==> src/rtl/pet_feeder_dispenser.sv <==
// Auger pet-feeder controller: counts requested portions out of the chute,
// watches for jams, and enforces a cooldown between feeds.
module pet_feeder_dispenser #(
    parameter int unsigned TIMEOUT  = 1000,
    parameter int unsigned COOLDOWN = 16
) (
    input  logic       clk,
    input  logic       rst,
    input  logic       enable,
    input  logic       dispense_req,
    input  logic [2:0] portions,
    input  logic       portion_detect,
    input  logic       clear_fault,
    output logic       motor_on,
    output logic       busy,
    output logic       done,
    output logic       jam_fault,
    output logic [7:0] feed_total
);

    typedef enum logic [1:0] {IDLE, RUN, COOL, FAULT} state_t;

    localparam logic [15:0] TIMEOUT_LAST = 16'(TIMEOUT - 1);
    localparam logic [7:0]  COOL_LAST    = 8'(COOLDOWN - 1);

    state_t      state_q, state_d;
    logic        req_q, req_d;
    logic        arm_q, arm_d;
    logic [2:0]  target_q, target_d;
    logic [2:0]  delivered_q, delivered_d;
    logic [15:0] timer_q, timer_d;
    logic [7:0]  cool_q, cool_d;
    logic        done_q, done_d;
    logic [7:0]  total_q, total_d;

    logic        req_edge;
    logic [2:0]  delivered_inc;

    always_ff @(posedge clk or posedge rst) begin
        if (rst) begin
            state_q     <= IDLE;
            req_q       <= 1'b0;
            arm_q       <= 1'b0;
            target_q    <= '0;
            delivered_q <= '0;
            timer_q     <= '0;
            cool_q      <= '0;
            done_q      <= 1'b0;
            total_q     <= '0;
        end else begin
            state_q     <= state_d;
            req_q       <= req_d;
            arm_q       <= arm_d;
            target_q    <= target_d;
            delivered_q <= delivered_d;
            timer_q     <= timer_d;
            cool_q      <= cool_d;
            done_q      <= done_d;
            total_q     <= total_d;
        end
    end

    // arm_q stays low until dispense_req has been seen low once after reset,
    // so a request already held through reset never counts as an edge.
    assign req_edge      = dispense_req & ~req_q & arm_q;
    assign delivered_inc = delivered_q + 3'd1;

    always_comb begin
        state_d     = state_q;
        req_d       = dispense_req;
        arm_d       = arm_q | ~dispense_req;
        target_d    = target_q;
        delivered_d = delivered_q;
        timer_d     = timer_q;
        cool_d      = cool_q;
        done_d      = 1'b0;
        total_d     = total_q;

        case (state_q)
            IDLE: begin
                if (req_edge && enable) begin
                    if (portions != 3'd0) begin
                        target_d    = portions;
                        delivered_d = '0;
                        timer_d     = '0;
                        state_d     = RUN;
                    end else begin
                        done_d = 1'b1;
                    end
                end
            end
            RUN: begin
                timer_d = timer_q + 16'd1;
                if (portion_detect) begin
                    delivered_d = delivered_inc;
                    total_d     = total_q + 8'd1;
                    timer_d     = '0;
                end
                // Abort wins; a detect in the timeout cycle beats the fault.
                if (!enable) begin
                    state_d = IDLE;
                end else if (portion_detect && (delivered_inc == target_q)) begin
                    state_d = COOL;
                    done_d  = 1'b1;
                    cool_d  = '0;
                end else if (!portion_detect && (timer_q == TIMEOUT_LAST)) begin
                    state_d = FAULT;
                end
            end
            COOL: begin
                if (cool_q == COOL_LAST) begin
                    state_d = IDLE;
                end else begin
                    cool_d = cool_q + 8'd1;
                end
            end
            FAULT: begin
                if (clear_fault) begin
                    state_d = IDLE;
                end
            end
            default: state_d = IDLE;
        endcase
    end

    assign motor_on   = (state_q == RUN);
    assign busy       = (state_q != IDLE);
    assign done       = done_q;
    assign jam_fault  = (state_q == FAULT);
    assign feed_total = total_q;

endmodule

==> config.mk <==
export PLATFORM = sky130hd
export DESIGN_NAME = pet_feeder_dispenser
export DESIGN_NICKNAME = d
export VERILOG_FILES = /design/src/rtl/pet_feeder_dispenser.sv
export SDC_FILE = /design/constraint.sdc
export NUM_CORES = 1
export LEC_CHECK = 0
export CORE_MARGIN = 5
export CORE_UTILIZATION = 57
export CTS_CLUSTER_DIAMETER = 60
export CTS_CLUSTER_SIZE = 12
export DETAILED_ROUTE_END_ITERATION = 8
export GPL_TIMING_DRIVEN = 0
export HOLD_SLACK_MARGIN = 0.08
export PLACE_DENSITY_LB_ADDON = 0.15
export SYNTH_ARGS = -nofsm -noshare
export SYNTH_HDL_FRONTEND = slang
export SYNTH_SLANG_ARGS = --single-unit
==> constraint.sdc <==
create_clock -name clk -period 2.3 [get_ports clk]
set_clock_uncertainty 0.2 [all_clocks]
set_input_delay 0.345 -clock clk [delete_from_list [all_inputs] [get_ports clk]]
set_output_delay 0.345 -clock clk [all_outputs]
set_load 0.005 [all_outputs]
; ---- Word-level counts from Yosys, hierarchy flattened
; Index checks and enable logic that the tools add are counted.
[op_classes]
add_sub_neg = 4
n_reduce_logical = 15
n_bitwise = 5
eq_ne = 15
muxes = 25
[ops]
columns = cell, n
row1 = two-way mux 16 bit, 3
row2 = one-hot mux 16 bit (2 select lines), 1
row3 = two-way mux 8 bit, 3
row4 = "adder 16 x 1 -> 16 bit, second input constant", 1
row5 = "adder 8 x 1 -> 8 bit, second input constant", 2
row6 = "== test 16 x 10 -> 1 bit, second input constant", 1
row7 = one-hot mux 8 bit (2 select lines), 1
row8 = two-way mux 2 bit, 7
row9 = "!= test 2 bit, second input constant", 7
row10 = two-way mux 3 bit, 3
row11 = "== test 8 x 4 -> 1 bit, second input constant", 1
row12 = one-hot mux 2 bit (4 select lines), 1
row13 = AND reduction 4 bit, 2
row14 = one-hot mux 3 bit (2 select lines), 1
row15 = AND reduction 3 bit, 2
row16 = nonzero test 2 bit, 3
row17 = AND reduction 5 bit, 1
row18 = "== test 2 bit, second input constant", 2
row19 = two-way mux 1 bit, 4
row20 = "!= test 4 x 2 -> 1 bit, second input constant", 1
row21 = "adder 3 x 1 -> 3 bit, second input constant", 1
row22 = == test 3 bit, 1
row23 = logical AND 1 bit, 3
row24 = nonzero test 3 bit, 1
row25 = other kinds (9), 11
[word_totals]
reg_bits = 43
output_inout_bits = 12
in_bits = 9
wordCells = 73

; ---- Longest topological paths before layout
; Gate-level depths: netlist of run 1.
[depth]
depth_word = 6
depth_mapped = 7
ltp_nobuf = 5

; ---- Worst setup path before layout of run 1
; No wires, ideal clock.
[synth_timing]
path_type = register to register
from = register req_q
to = register timer_q[6]
setup_slack_ps = 430
arrival_time_ps = 1593
stages_incl_launch_ff = 6
required_time_ps = 2023
period_less_slack_ps = 1870
n_path_buf = 1
setup_ps = 77
cell_sequence = dfrtp_1 > and4b_1 > o211ai_2 > buf_6 > or4_2 > a21oi_1
[synth_via]
elab_chain_cells = 6
[synth_rtl]
columns = item, line_no
row1 = "start, declared", 27  ; logic req_q, req_d;
row2 = "start signal, assigned", 52  ; req_q <= req_d;
row3 = NOT 1 bit, 65  ; assign req_edge = dispense_req & ~req_q & arm_q;
row4 = AND 1 bit (2 in a row), 65
row5 = logical AND 1 bit, 81  ; if (req_edge && enable) begin
row6 = != test 2 bit (no source line), n/a
row7 = AND reduction 3 bit (no source line), n/a
row8 = "end signal, assigned", 56  ; timer_q <= timer_d;
row9 = "end, declared", 31  ; logic [15:0] timer_q, timer_d;
; No other way between the ends.
; A chain may end at the register's enable or synchronous reset.

; ---- Worst setup path after layout of run 1
[layout_timing]
from = input enable
to = register timer_q[6]
[layout_via]
elab_chain_cells = 3
[layout_rtl]
columns = item, line_no
row1 = "start, declared", 9  ; input logic enable,
row2 = logical AND 1 bit, 81
row3 = != test 2 bit (no source line), n/a
row4 = AND reduction 3 bit (no source line), n/a
; No other way between the ends.

==> summary by stage, run 1 <==
GRT
The number of antenna violations at the first check in global routing is 0. The number of global-route vias before repair is 1,757. The total grt overflow is 0.

The met3 layer usage reported by global route is roughly 4.7%. For met1 alone, demand over resource in global routing was between 20% and 30%. The maximum number of pins on one net before global-route repair is 44. Across every metal layer, demand over resource in global routing totals slightly below 20%.

The first global-routing pass estimated a little over 8000 µm of wire. The met2 track utilization from global routing is roughly 30%. The routing layer with the top usage in global route is met2.

Yosys
The number of different library cells in the post-synthesis netlist is 47. The average instance in the mapped netlist occupies between 10 and 15 µm². After synthesis, the cell types taking the most area are dfrtp_1 48%, a21oi_1 3.6%, nand2_1 3.0%. The async set-or-reset flop fraction in the synthesized netlist is between 90% and 100%.

The number of standard cells after synthesis is between 200 and 250. The synthesized design devotes to its leading area cell type just under 50% of total area. The number of synthesized flops with an enable pin is 0. For this run, the leading register cell type out of synthesis is dfrtp_1.

The netlist area before placement is 0.00223 mm². The library cell occupying the most area in the post-synthesis netlist is dfrtp_1. Yosys printed 0 warnings. In this run, synthesis produced a sequential element count of 43.

The portion of the post-synthesis area used by sequential elements is about half. The post-synth net total is between 200 and 250.

Timing
The worst slew margin relative to its limit is about 42%. Summed over all failing endpoints, the final setup total negative slack is 0 ns. Setup repair after global routing left no endpoint under its margin.

The smallest hold slack is ~0.26 ns. The post-route clock period utilization is 96.4%. The total count of max-transition violations in the final report is 0. The final number of setup-violating endpoints is 0.

The count of final hold-check violations was 0. The top achievable clock speed is between 0.4 and 0.5 GHz. The minimum clock period after layout is ~2.2 ns. The transition time at the pin with the least slew margin is slightly below 0.9 ns.

CTS
The CTS H-tree depth is 2. The number of buffers created by CTS is 5. At the later pin of the worst-skew pair, clock insertion delay measures around 0.3 ns. Clock-pin slew was measured on the worst setup and hold paths at 0.07 ns. Buffers added to address setup during post-CTS repair amount to 0.

The tree is rooted in a clkbuf_8. The clock drives 43 sinks. The maximum clock path buffer count is 2. The clock tree from TritonCTS is yes.

Worst setup path
Data on the critical path arrives at its endpoint at ~2.2 ns. In this run the number of cells on the critical path is 6. STA classifies the critical path startpoint as an input pin. The worst stage delay on the critical path is 0.53 ns. The buffers plus inverters on the worst setup path is 2. The category of the critical setup timing path is input pin to flip-flop. At the worst endpoint, the required time is 2.32 ns. The critical-path maximum fanout is 10. Traced cell by cell, the critical path runs through clkdlybuf4s50_1 > and4b_2 > o211ai_2 > buf_6 > or4_2 > a21oi_1.

STA classifies the critical path endpoint as a flip-flop. The number of cells on the worst reg-to-reg path is 6. The cell with the biggest individual delay on the critical path is or4_2. The category of cells accounting for the largest share of critical-path delay is simple AND/OR/NAND/NOR gates.

Pwr
After layout, the design draws a total of between 2000 and 3000 µW. The worst supply voltage drop on vdd is between 0.0006 and 0.0007 V. The analysis attributes to cell leakage a power of around 0.0011 µW. The power density normalized to cell area is 958 mW/mm².

Placement
The congestion estimate from routability-driven global placement came to roughly 0.81. Input and output buffers added on the ports amount to 20. In this run, placement finished with an instance count of 288. Summing all placed instances gives a cell area of 0.00249 mm². The HPWL after detailed placement is between 3000 and 4000 µm.

Floorplanning
After floorplanning, the core was divided into 22 placement rows. 21 I/O pins were placed. The die covers around 0.0053 mm². Measured along the x axis, the die boundary spans between 70 and 80 µm. The core region is approximately 0.0037 mm². The chip height is roughly 73 µm. The initial core utilization is between 60 and 70%.

Detailed routing
The number of routed nets with antenna violations is 0. The overall routed net length is between 4000 and 5000 µm. The post-detailed-route wirelength per cell is approximately 16 µm. Using the TritonRoute via totals, the vias-per-cell ratio works out to between 6 and 7. The iteration-0 DRC count of the detailed router is ~110. The pre-antenna-repair detailed-routing pass consisted of 4 iterations. For this block, the via count after detailed routing is about 1,800. In the routed design, unresolved DRC markers number 0.

Min path
The worst hold path depth is 1. The min-delay analysis places its worst path in the category flip-flop to flip-flop.

Finish
Summing all non-filler instances in the final layout gives an area of between 0.002 and 0.003 mm². The final layout contains around 260 nets. The antenna diode instance count is 0. Compared with the post-synthesis result, the final layout area differs by 17.9%.

The post-route netlist has between 10% and 20% of its cells at a drive strength greater than 1. Leaving out fill and tap cells, the most frequent cell in the layout is dfrtp_1. The top cell types in the final layout, fill and taps aside, are 43 x dfrtp_1, 20 x clkdlybuf4s50_1, 18 x nand2_1. The count of placed standard cells in the final layout, fillers left out is around 300. After filler insertion, the fill cell instance count of the layout stands at between 200 and 300.

Run status
The run finished with clean final reports.

Flow run
The reported max-cap violation count is 0.
-- worst register-to-register path, delay by kind of cell (launching register included) --
| family | cells | cell delay, ns |
|---|---|---|
| DFF | 1 | 0.44 |
| AOI/OAI and AO/OA | 3 | 0.45 |
| buffers and inverters | 2 | 0.43 |
| and+or+nand+nor | 1 | 0.60 |
-- what timing repair did --
item | 4_1_cts | 5_1_grt
endpoints found under the setup margin | 1 | 3
gates resized for setup | 2 | 2
hold buffers | 0 | 0
cloned | 0 | 0
hold endpoints to repair | 0 | 0
pin swaps | 0 | 0
-- final timing paths --
check                           start        endpoint  slack [ns]
min reg2reg                     arm_q           arm_q        0.26
min in group asynchronous         rst  delivered_q[2]        0.35
max in group asynchronous         rst           arm_q        1.00
max                            enable      timer_q[6]        0.08
min                             arm_q           arm_q        0.26
max reg2reg                state_q[0]      timer_q[4]        0.11
-- registers in the layout, summed over array words and instances (netlist names) --
name,cells
delivered_q,3
cool_q,8
done,1
arm_q,1
state_q,2
timer_q,16
target_q,3
req_q,1
feed_total,8
-- cell usage after synthesis (3+ instances only) --
cell type,number
dfrtp_1,43
nand2_1,18
a21oi_1,16
nand3_1,12
o21ai_0,10
inv_1,9
nor2_1,8
o31ai_1,8
or4_1,8
xnor2_1,6
a41oi_1,5
and3_1,5
nand2b_1,5
or3_1,5
a31oi_1,4
ha_1,4
mux2_2,4
nand4_1,4
nor3_1,4
xor2_1,4
a22o_1,3
nor4_1,3
-- kinds of logic after synthesis --
kind of cell | share of synthesized area (%)
fa+ha+maj | 2.24
mux | 2.02
buf+inv | 3.30
compound gates | 17.6
xor+xnor | 4.93
flops | 48.2
simple gates | 21.8
-- routing by layer --
layer | wire length, µm | part of all wire (%)
met3 | 204 | 4.4
met4 | 96 | 2.1
met2 | 2160 | 47
met1 | 2170 | 47
met5 | 0 | 0
-- final cells by class --
type                       count  area (µm²)  share of cell area (%)
timing repair buffer          20         200                    7.60
buffer                         5        36.3                    1.38
clock inverter                 2        60.1                    2.28
multi-input combinational    162        1100                    41.6
sequential                    43        1080                    40.8
tap                           48        60.1                    2.28
clock buffer                   6        72.6                    2.75
inverter                       9        33.8                    1.28
-- where the power goes --
part | switching [µW] | internal [µW]
combinational | 391 | 390
clock | 255 | 434
sequential | 155 | 899
-- stage by stage --
step	utilization, %	setup slack [ns]
after floorplan	-	0.430
after global placement	67.1	-0.229
after detailed placement	67.1	-0.233
after CTS	70.9	0.0179
after global routing	70.9	0.00562
final	70.9	0.0836
No activity file was read; power rests on OpenSTA's default activity.
==> inputs of run 2 (changes only) <==
- MAX_ROUTING_LAYER: unset -> met4
- RECOVER_POWER: unset -> 100
==> run 2 against run 1 <==
Against the previous run:
- global-route usage rose by 0.61 points
- sequential power barely moved
- hold slack barely moved
- clock-buffer cell count did not move
- largest power group unchanged
- critical path depth did not move
==> summary by stage, run 2 (synthesis gave the netlist of run 1 again) <==
GRT
The number of antenna violations at the first check in global routing was 0 (unchanged). The global router's overall resource usage is 20.0% (+0.61 points). The number of global-route vias before repair is 1,762 (+0.28%). The maximum number of pins on one net before global-route repair is 44 (unchanged).

The global-route wire length before repair is 8090 µm (about the same). The total grt overflow is 0 (unchanged).

Floorplanning
The count of standard-cell rows came to 22 (unchanged). The die footprint came to 0.00527 mm² (unchanged). The number of top-level pins is 21 (unchanged).

The chip width is 72.6 µm (unchanged). The chip height was 72.6 µm (unchanged). The core area was 0.00372 mm² (unchanged).

The initial core utilization is 60.1% (unchanged).

Worst setup path
The critical path is of the input pin to flip-flop type. The worst endpoint data arrival time came to 2.28 ns (+0.04 ns). The startpoint type of the worst setup path is an input pin. The critical-path maximum fanout is 10 (unchanged).

The data required time at the worst endpoint is 2.32 ns (about the same). The critical path capture point type is a flip-flop.

CTS
The post-CTS setup repair buffer count is 0 (unchanged). TritonCTS built the clock tree. The clock root buffer is clkbuf_8. The total clock sinks is 43 (unchanged). The number of hold buffers added after cts was 0 (unchanged). The clock slew seen by the registers of the worst setup and hold paths is 0.07 ns (about the same). The number of buffers created by CTS is 5 (unchanged). The clock insertion delay at the later pin of the skew report is 0.30 ns (about the same).

The maximum clock path buffer count was 2 (unchanged). The CTS H-tree depth is 2 (unchanged).

Timing
The count of final hold-check violations came to 0 (unchanged). The final number of setup-violating endpoints is 0 (unchanged). Setup repair after global routing left no endpoint under its margin.

The minimum clock period after layout is 2.26 ns (+0.0422 ns). The post-route clock period utilization was 98.2% (+1.8 points). The worst slew margin relative to its limit was 41.9% (-0.15 points).

The top achievable clock speed is 0.443 GHz (-1.9%). The setup TNS is 0 ns (unchanged). The transition time at the pin with the least slew margin came to 0.871 ns (+0.00227 ns). The total count of max-transition violations in the final report is 0 (unchanged).

Detailed routing
The number of routed nets with antenna violations is 0 (unchanged). The number of vias after detailed routing was 1,833 (-0.60%). The iteration-0 DRC count of the detailed router is 112 (+4.7%). The post-detailed-route wirelength per cell came to 15.8 µm (+0.30%).

The number of optimization iterations in the first detailed-route pass is 6 (+2). The overall routed net length is 4650 µm (+0.30%). The via-per-instance ratio is 6.21 (-0.60%). The number of design rule violations left after detail routing is 0 (unchanged).

Placement
The count of input and output buffers is 20 (unchanged). The HPWL after detailed placement is 3200 µm (unchanged). The global placer's final weighted congestion is 0.824 (+1.5%).

Min path
The tightest min-delay check is of the flip-flop to flip-flop type.

Finish
The area occupied by multi-input gates is 0.00109 mm² (-0.57%). The number of flip-flops under the largest register name was 16 (unchanged). The sequential cell area in the final layout is 0.00108 mm² (unchanged). In the layout the commonest cells are 43 x dfrtp_1, 18 x nand2_1, 16 x a21oi_1. The antenna diode instance count is 0 (unchanged). The ratio of cells with drive above 1 in the final layout was 10.9% (-0.40 points). The number of filler instances in the final layout came to 297 (+0.34%). The final standard cell utilization of the core is 70.7% (-0.17 points). The net total in the final layout came to 259 (unchanged).

Leaving out fill and tap cells, the most frequent cell in the layout is dfrtp_1. The register with the most flip-flops in the final layout is timer_q. The area added between synthesis and finish is 17.6%.

Flow run
The reported max-cap violation count was 0 (unchanged).

Pwr
The worst supply voltage drop on vdd is 0.000637 V (-0.17%). The cell leakage power is 0.00114 µW (+1.4%). The power density normalized to cell area was 956 mW/mm² (-0.24%).

Run status
The run finished with clean final reports.
## run 2: cell types whose count changed in the layout (fill, tap and decap cells not counted)
cell | previous run | this run
nand4_2 | 1 | 0
nand4_1 | 4 | 5
clkdlybuf4s50_1 | 20 | 8
dlygate4sd3_1 | 0 | 12
## run 2: worst max-delay path, stage by stage
cell and delay, ns:
dlygate4sd3_1 0.56, and4b_2 0.32, o211ai_2 0.17, buf_6 0.19, or4_2 0.53, a21oi_1 0.15
## run 2: timing repair
item                                    CTS  global route
endpoints found under the setup margin    1             3
gates cloned                              0             0
gates resized for setup                   2             2
## run 2: routing by layer
metal  share of wire (%)  global-route usage [%]  wire length, µm
met5                   0                       -                0
met4                 2.1                    7.99               97
met3                 5.0                    4.68              234
met2                  46                    29.8             2140
met1                  47                    26.4             2180
## run 2: final timing paths
kind | start | endpoint | slack [ns] | depth (start not counted)
hold / removal | arm_q | arm_q | 0.26 | 1
min in group asynchronous | rst | delivered_q[2] | 0.47 | 2
hold reg to reg | arm_q | arm_q | 0.26 | 1
setup / recovery | dispense_req | timer_q[6] | 0.04 | 6
setup reg to reg | state_q[0] | timer_q[4] | 0.11 | 6
max in group asynchronous | rst | arm_q | 0.86 | 2
## run 2: layout make-up
class / count / area share (%)
clock buffer: 6 / 2.76
timing repair buffer: 20 / 7.62
clock inverter: 2 / 2.28
tap: 48 / 2.28
multi-input combinational: 162 / 41.5
buffer: 5 / 1.38
inverter: 9 / 1.29
sequential: 43 / 40.9
## run 2: per-stage QoR
step	instances	setup slack [ns]	area (µm²)	power (µW)	hold slack (ns)
floorplan	220	0.430	2230	1550	0.176
global placement	288	-0.229	2490	1810	0.251
detailed placement	288	-0.233	2490	1830	0.247
CTS	296	0.0179	2640	2540	0.265
global route	295	0.00343	2630	2680	0.286
finish	295	0.0414	2630	2510	0.257
## run 2: power by group
group | switching [µW] | leakage, µW | internal, µW
logic | 391 | 0.000503 | 375
clock network | 258 | 0.0000654 | 434
registers | 154 | 0.000571 | 899
total | 803 | 0.00114 | 1710
==> inputs of run 3 (changes only) <==
- CTS_CLUSTER_DIAMETER: 60 -> unset
- CTS_CLUSTER_SIZE: 12 -> 10
==> results of run 3 <==
The final DEF is identical to that of run 2; final timing and power are the same.
